$ cat src/rtl/display_timing_pipe.sv
// Display timing generator: free-running h/v counters, sync and display-enable
// generation, a programmable-latency alignment delay line and colour blanking.
module display_timing_pipe #(
  parameter int H_ACTIVE = 640,
  parameter int H_FP     = 16,
  parameter int H_SYNC   = 96,
  parameter int H_BP     = 48,
  parameter int V_ACTIVE = 480,
  parameter int V_FP     = 10,
  parameter int V_SYNC   = 2,
  parameter int V_BP     = 33,
  parameter bit H_POL    = 1'b0,
  parameter bit V_POL    = 1'b0,
  parameter int RGB_LAT  = 0,
  parameter int CW       = 4,
  parameter int XY_W     = 11
) (
  input  logic            clk_25,
  input  logic            reset,
  input  logic [CW-1:0]   Red_level,
  input  logic [CW-1:0]   Green_level,
  input  logic [CW-1:0]   Blue_level,
  output logic [XY_W-1:0] pxl_x,
  output logic [XY_W-1:0] pxl_y,
  output logic            disp_ena,
  output logic            line_start,
  output logic            frame_start,
  output logic [15:0]     frame_cnt,
  output logic [CW-1:0]   Red,
  output logic [CW-1:0]   Green,
  output logic [CW-1:0]   Blue,
  output logic            h_sync,
  output logic            v_sync
);

  localparam int H_TOTAL = H_ACTIVE + H_FP + H_SYNC + H_BP;
  localparam int V_TOTAL = V_ACTIVE + V_FP + V_SYNC + V_BP;

  // Reject illegal configurations at elaboration time.
  generate
    if (RGB_LAT < 0 || RGB_LAT > 8) begin : g_bad_lat
      $fatal(1, "display_timing_pipe: RGB_LAT out of range 0..8");
    end
    if (H_ACTIVE < 1 || H_FP < 1 || H_SYNC < 1 || H_BP < 1 ||
        V_ACTIVE < 1 || V_FP < 1 || V_SYNC < 1 || V_BP < 1) begin : g_bad_field
      $fatal(1, "display_timing_pipe: timing fields must be non-zero");
    end
    if (XY_W < 1 || XY_W > 30 ||
        (H_TOTAL - 1) >= (1 << XY_W) || (V_TOTAL - 1) >= (1 << XY_W)) begin : g_bad_width
      $fatal(1, "display_timing_pipe: XY_W too narrow for the totals");
    end
    if (CW < 1) begin : g_bad_cw
      $fatal(1, "display_timing_pipe: CW must be at least 1");
    end
  endgenerate

  localparam logic [XY_W-1:0] X_LAST   = XY_W'(H_TOTAL - 1);
  localparam logic [XY_W-1:0] Y_LAST   = XY_W'(V_TOTAL - 1);
  localparam logic [XY_W-1:0] X_ACT    = XY_W'(H_ACTIVE);
  localparam logic [XY_W-1:0] Y_ACT    = XY_W'(V_ACTIVE);
  localparam logic [XY_W-1:0] HS_FIRST = XY_W'(H_ACTIVE + H_FP);
  localparam logic [XY_W-1:0] HS_LAST  = XY_W'(H_ACTIVE + H_FP + H_SYNC - 1);
  localparam logic [XY_W-1:0] VS_FIRST = XY_W'(V_ACTIVE + V_FP);
  localparam logic [XY_W-1:0] VS_LAST  = XY_W'(V_ACTIVE + V_FP + V_SYNC - 1);

  logic [XY_W-1:0] x_q, x_d;
  logic [XY_W-1:0] y_q, y_d;
  logic [15:0]     frame_q, frame_d;
  logic            end_of_line, end_of_frame;

  always_comb begin
    end_of_line  = (x_q == X_LAST);
    end_of_frame = (y_q == Y_LAST);
    x_d          = end_of_line ? '0 : x_q + XY_W'(1);
    y_d          = y_q;
    frame_d      = frame_q;
    if (end_of_line) begin
      y_d = end_of_frame ? '0 : y_q + XY_W'(1);
      if (end_of_frame) begin
        frame_d = frame_q + 16'd1;
      end
    end
  end

  always_ff @(posedge clk_25) begin
    if (reset) begin
      x_q     <= '0;
      y_q     <= '0;
      frame_q <= '0;
    end else begin
      x_q     <= x_d;
      y_q     <= y_d;
      frame_q <= frame_d;
    end
  end

  logic hs_raw, vs_raw, de_raw;

  // Vertical sync depends only on y, so it naturally changes with x == 0.
  always_comb begin
    hs_raw = (x_q >= HS_FIRST) && (x_q <= HS_LAST);
    vs_raw = (y_q >= VS_FIRST) && (y_q <= VS_LAST);
    de_raw = (x_q < X_ACT) && (y_q < Y_ACT);
  end

  logic [2:0] stage_out;

  generate
    if (RGB_LAT == 0) begin : g_no_delay
      assign stage_out = {hs_raw, vs_raw, de_raw};
    end else begin : g_delay
      logic [2:0] pipe_q [RGB_LAT];

      always_ff @(posedge clk_25) begin
        if (reset) begin
          for (int i = 0; i < RGB_LAT; i++) begin
            pipe_q[i] <= 3'b000;
          end
        end else begin
          pipe_q[0] <= {hs_raw, vs_raw, de_raw};
          for (int i = 1; i < RGB_LAT; i++) begin
            pipe_q[i] <= pipe_q[i-1];
          end
        end
      end

      assign stage_out = pipe_q[RGB_LAT-1];
    end
  endgenerate

  logic hs_dly, vs_dly, de_dly;

  // Gating with reset keeps pins inactive even on the combinational path.
  always_comb begin
    {hs_dly, vs_dly, de_dly} = reset ? 3'b000 : stage_out;
  end

  always_comb begin
    pxl_x       = x_q;
    pxl_y       = y_q;
    disp_ena    = de_raw;
    frame_cnt   = frame_q;
    line_start  = !reset && (x_q == '0);
    frame_start = !reset && (x_q == '0) && (y_q == '0);
    h_sync      = hs_dly ? H_POL : ~H_POL;
    v_sync      = vs_dly ? V_POL : ~V_POL;
    Red         = de_dly ? Red_level   : '0;
    Green       = de_dly ? Green_level : '0;
    Blue        = de_dly ? Blue_level  : '0;
  end

endmodule

$ cat config.mk
export PLATFORM = sky130hd
export DESIGN_NAME = display_timing_pipe
export DESIGN_NICKNAME = d
export VERILOG_FILES = /design/src/rtl/display_timing_pipe.sv
export SDC_FILE = /design/constraint.sdc
export NUM_CORES = 1
export LEC_CHECK = 0
export ABC_CLOCK_PERIOD_IN_PS = 2200
export CELL_PAD_IN_SITES_DETAIL_PLACEMENT = 1
export CELL_PAD_IN_SITES_GLOBAL_PLACEMENT = 1
export CORE_AREA = 3 3 88 90
export CTS_CLUSTER_DIAMETER = 80
export DETAILED_ROUTE_END_ITERATION = 6
export DIE_AREA = 0 0 91 93
export PLACE_DENSITY = 0.73
export SYNTH_ARGS = -nofsm -noshare
export SYNTH_HDL_FRONTEND = slang
export SYNTH_SLANG_ARGS = --single-unit
$ cat constraint.sdc
create_clock -name clk_25 -period 2.2 [get_ports clk_25]
set_input_delay 0.33 -clock clk_25 [delete_from_list [all_inputs] [get_ports clk_25]]
set_output_delay 0.33 -clock clk_25 [all_outputs]
set_load 0.05 [all_outputs]
==> impl_metrics.tcl <==
set metrics [dict create \
    timing.hold.ws_ns 0.4471 \
    num_rows 31 \
    wire_per_inst_um 15.12 \
    ys_ff_latch 38 \
    crit-reg2reg-capture "frame_cnt[15]" \
    die_x_um 91 \
    hold_viol 0 \
    rr_startpoint "pxl_x[6]" \
    clockBufferDepth 2 \
    clkSinkCount 38 \
    p_comb_frac 0.169 \
    diodes 0 \
    power.switching_mw 0.3757 \
    io_pins 69 \
    hold_depth 1 \
    cp-end-kind "output port" \
    max-slew-margin-rel 0.6495 \
    fillCellCount 862 \
    cts.htree.levels 2 \
    grtUsageTotal 0.1538 \
    root_buffer "clkbuf_8" \
    timing.fmax_mhz 466.7 \
    period_minus_slack_ns 2.143 \
    final_layout_size_suffix_gt1_frac 0.2342 \
    grt_max_degree 34 \
    chipHeight_um 93 \
    final_cell_mix "clkdlybuf4s50_1, dfxtp_1, nor2_1" \
    final_common_cell "clkdlybuf4s50_1" \
    holdBufCountCts 0 \
    post-route-drc-count 0 \
    cp.arrival_ns 1.81 \
    drt-vias-per-instance 5.009 \
    skew_ns 0.01012 \
    area_growth_syn_to_layout_pct 61.53 \
    fin_crit_sh 0.9739 \
    synth_compound_area_frac 0.1333 \
    grt_pass1_wl_mm 10.89 \
    ys_types 32 \
    ff2ff_path_depth 5 \
    syn_area_per_cell_um2 8.086 \
    synth_top_family_by_area "simple AND/OR/NAND/NOR gates" \
    gp_congestion 0.7848 \
    antenna_left 0 \
    layout.nets 353 \
    switching_share 0.2699 \
    vdd_drop_max_mv 0.2425 \
    insertion_delay_ns 0.29 \
    critical_path.cell_chain "or4_4, buf_6, nor2_4, nor4bb_4, buf_12" \
    power_mw 1.392 \
    clk_pin_slew_ns 0.07 \
    start_util 0.2866 \
    cts_tree "done" \
    hold_end "pxl_x[0]" \
    power_density_nw_per_um2 421.3 \
    grt_overflow 0 \
    ys_warn_count 0 \
    max_slew.worst_pin.slew_ns 0.5241 \
    rsz0062_at_grt "yes" \
    slowest_stage "or4_4" \
    hp-class "reg2reg" \
    post-dp-hpwl_mm 4.892 \
    final.setup.tns_ns 0 \
    core_um2 7137 \
    max_stage_delay_ns 0.53 \
    synthSimpleGateAreaFrac 0.3327 \
    worstSetupPathType "reg2out" \
    critical_path.max_fanout 4 \
    drt-initial-drc-count 50 \
    cellInternalPower_mw 1.017 \
    syn-num-nets 273 \
    maxCapViolCount 0 \
    yosys.area_share.adder 0.03670 \
    netlist_area_um2 2046 \
    grt_pass1_vias 2176 \
    synthMuxAreaShare 0.01040 \
    crit_path_start_kind "flop" \
    place.port_buffers 68 \
    ff2ff_setup_slack_ns 0.09 \
    vias 2164 \
    dieArea_um2 8463 \
    finalSetupViolations 0 \
    p_leak_nw 1.158 \
    status "finished, final reports clean" \
    drt-total-wl_mm 6.533 \
    yosysSeqAreaShare 0.3719 \
    final_max_slew_viol_count 0 \
    syn_inst 253 \
    hold_path.startpoint "pxl_x[0]" \
    clockPowerShare 0.330 \
    synth-xor-area-share 0.05994 \
    antenna_found_initial 0 \
    first_pass_iters 4 \
    cts_made_buffers 5 \
    critPathRequiredTime_ns 1.87 \
    share_seq_of_total_power 0.501 \
]
## synth_stat cells, drive strengths merged
library cell   n  area (um^2)
o21ai         10        50.05
mux2           1        11.26
o21bai         1        7.510
nand3         14        70.07
dfxtp         38        760.7
ha             6        75.07
a21oi         21        105.1
and4           4        35.03
xor2           4        35.03
nor2b          3        18.77
o311ai         1        8.760
o2111a         1        11.26
and2          13        81.33
xnor2         10        87.58
buf            5        30.02
nor4bb         1        10.01
nand4         11        68.82
and4b          1        10.01
nand2         10        37.54
mux2i          1        10.01
or3            9        56.30
and3           4        25.02
nand2b         1        6.260
inv           12        45.04
nor3           5        25.02
nor2          23        86.33
o31ai         12        90.09
or4           15        112.6
clkbuf        10        37.54
nor4           6        37.54
## critical path: cells and delay by family, from the launching register on
kind	cells	cell delay (ns)
buffers and inverters	2	0.33
flip-flops	1	0.34
AND/OR/NAND/NOR	3	0.86
## power by group through the flow
stage               Sequential [mW]  Combinational (mW)  Clock (mW)
CTS                           0.697               0.237       0.478
global placement              0.713               0.232           0
finish                        0.697               0.236       0.459
global route                  0.699               0.247       0.504
detailed placement            0.713               0.235           0
floorplan                     0.728              0.0979           0
## flip-flops by register name, summed over array words and instances (netlist names)
| register | count |
|---|---|
| pxl_x | 11 |
| pxl_y | 11 |
| frame_cnt | 16 |
## worst max-delay path by stage
stage | startpoint | end | slack [ns] | cells past startpoint
after floorplan | pxl_x[7] | frame_start | -0.17 | 4
after global placement | pxl_x[7] | frame_cnt[5] | 0.1 | 5
after detailed placement | pxl_x[7] | frame_cnt[15] | 0.04 | 5
after CTS | pxl_y[0] | frame_start | 0.001 | 6
after global routing | pxl_x[6] | frame_start | -0.02 | 5
final | pxl_x[6] | frame_start | 0.06 | 5
## layout make-up
type	count	area, um^2	share of cell area
clock inverter	2	10.01	0.003029
clock buffer	5	68.82	0.02083
tap	99	123.9	0.03749
timing repair buffer	88	1005	0.3041
sequential	38	783.3	0.2370
multi-input combinational	188	1269	0.3839
inverter	12	45.04	0.01363
## metal layers
layer / global-route usage / part of all wire
met1: 0.1922 / 0.45
met2: 0.2765 / 0.52
met3: 0.02494 / 0.023
met4: 0.03643 / 0.011
met5: 0 / 0
## logic make-up after synthesis
family	Yosys count
buffers and inverters	27
AO/OA/AOI/OAI	46
flip-flops	38
multiplexers	2
adder cells (fa/ha/maj)	6
AND/OR/NAND/NOR	120
XOR/XNOR	14
## what timing repair did
item / CTS / global route
gates resized for setup: 5 / 7
pin swaps: 0 / 3
endpoints found under the setup margin: 13 / 15
setup buffers: 1 / 0
## stage by stage
step / util / cell area (um^2) / cells / setup slack (ns)
after CTS: 0.4592 / 3277 / 432 / 0.001125
after detailed placement: 0.4443 / 3171 / 424 / 0.04480
after global routing: 0.4630 / 3304 / 432 / -0.02290
after floorplan: - / 2151 / 253 / -0.1687
final: 0.4630 / 3304 / 432 / 0.05744
after global placement: 0.4443 / 3171 / 424 / 0.09858
Note: power is estimated with default switching activity, not from simulation.
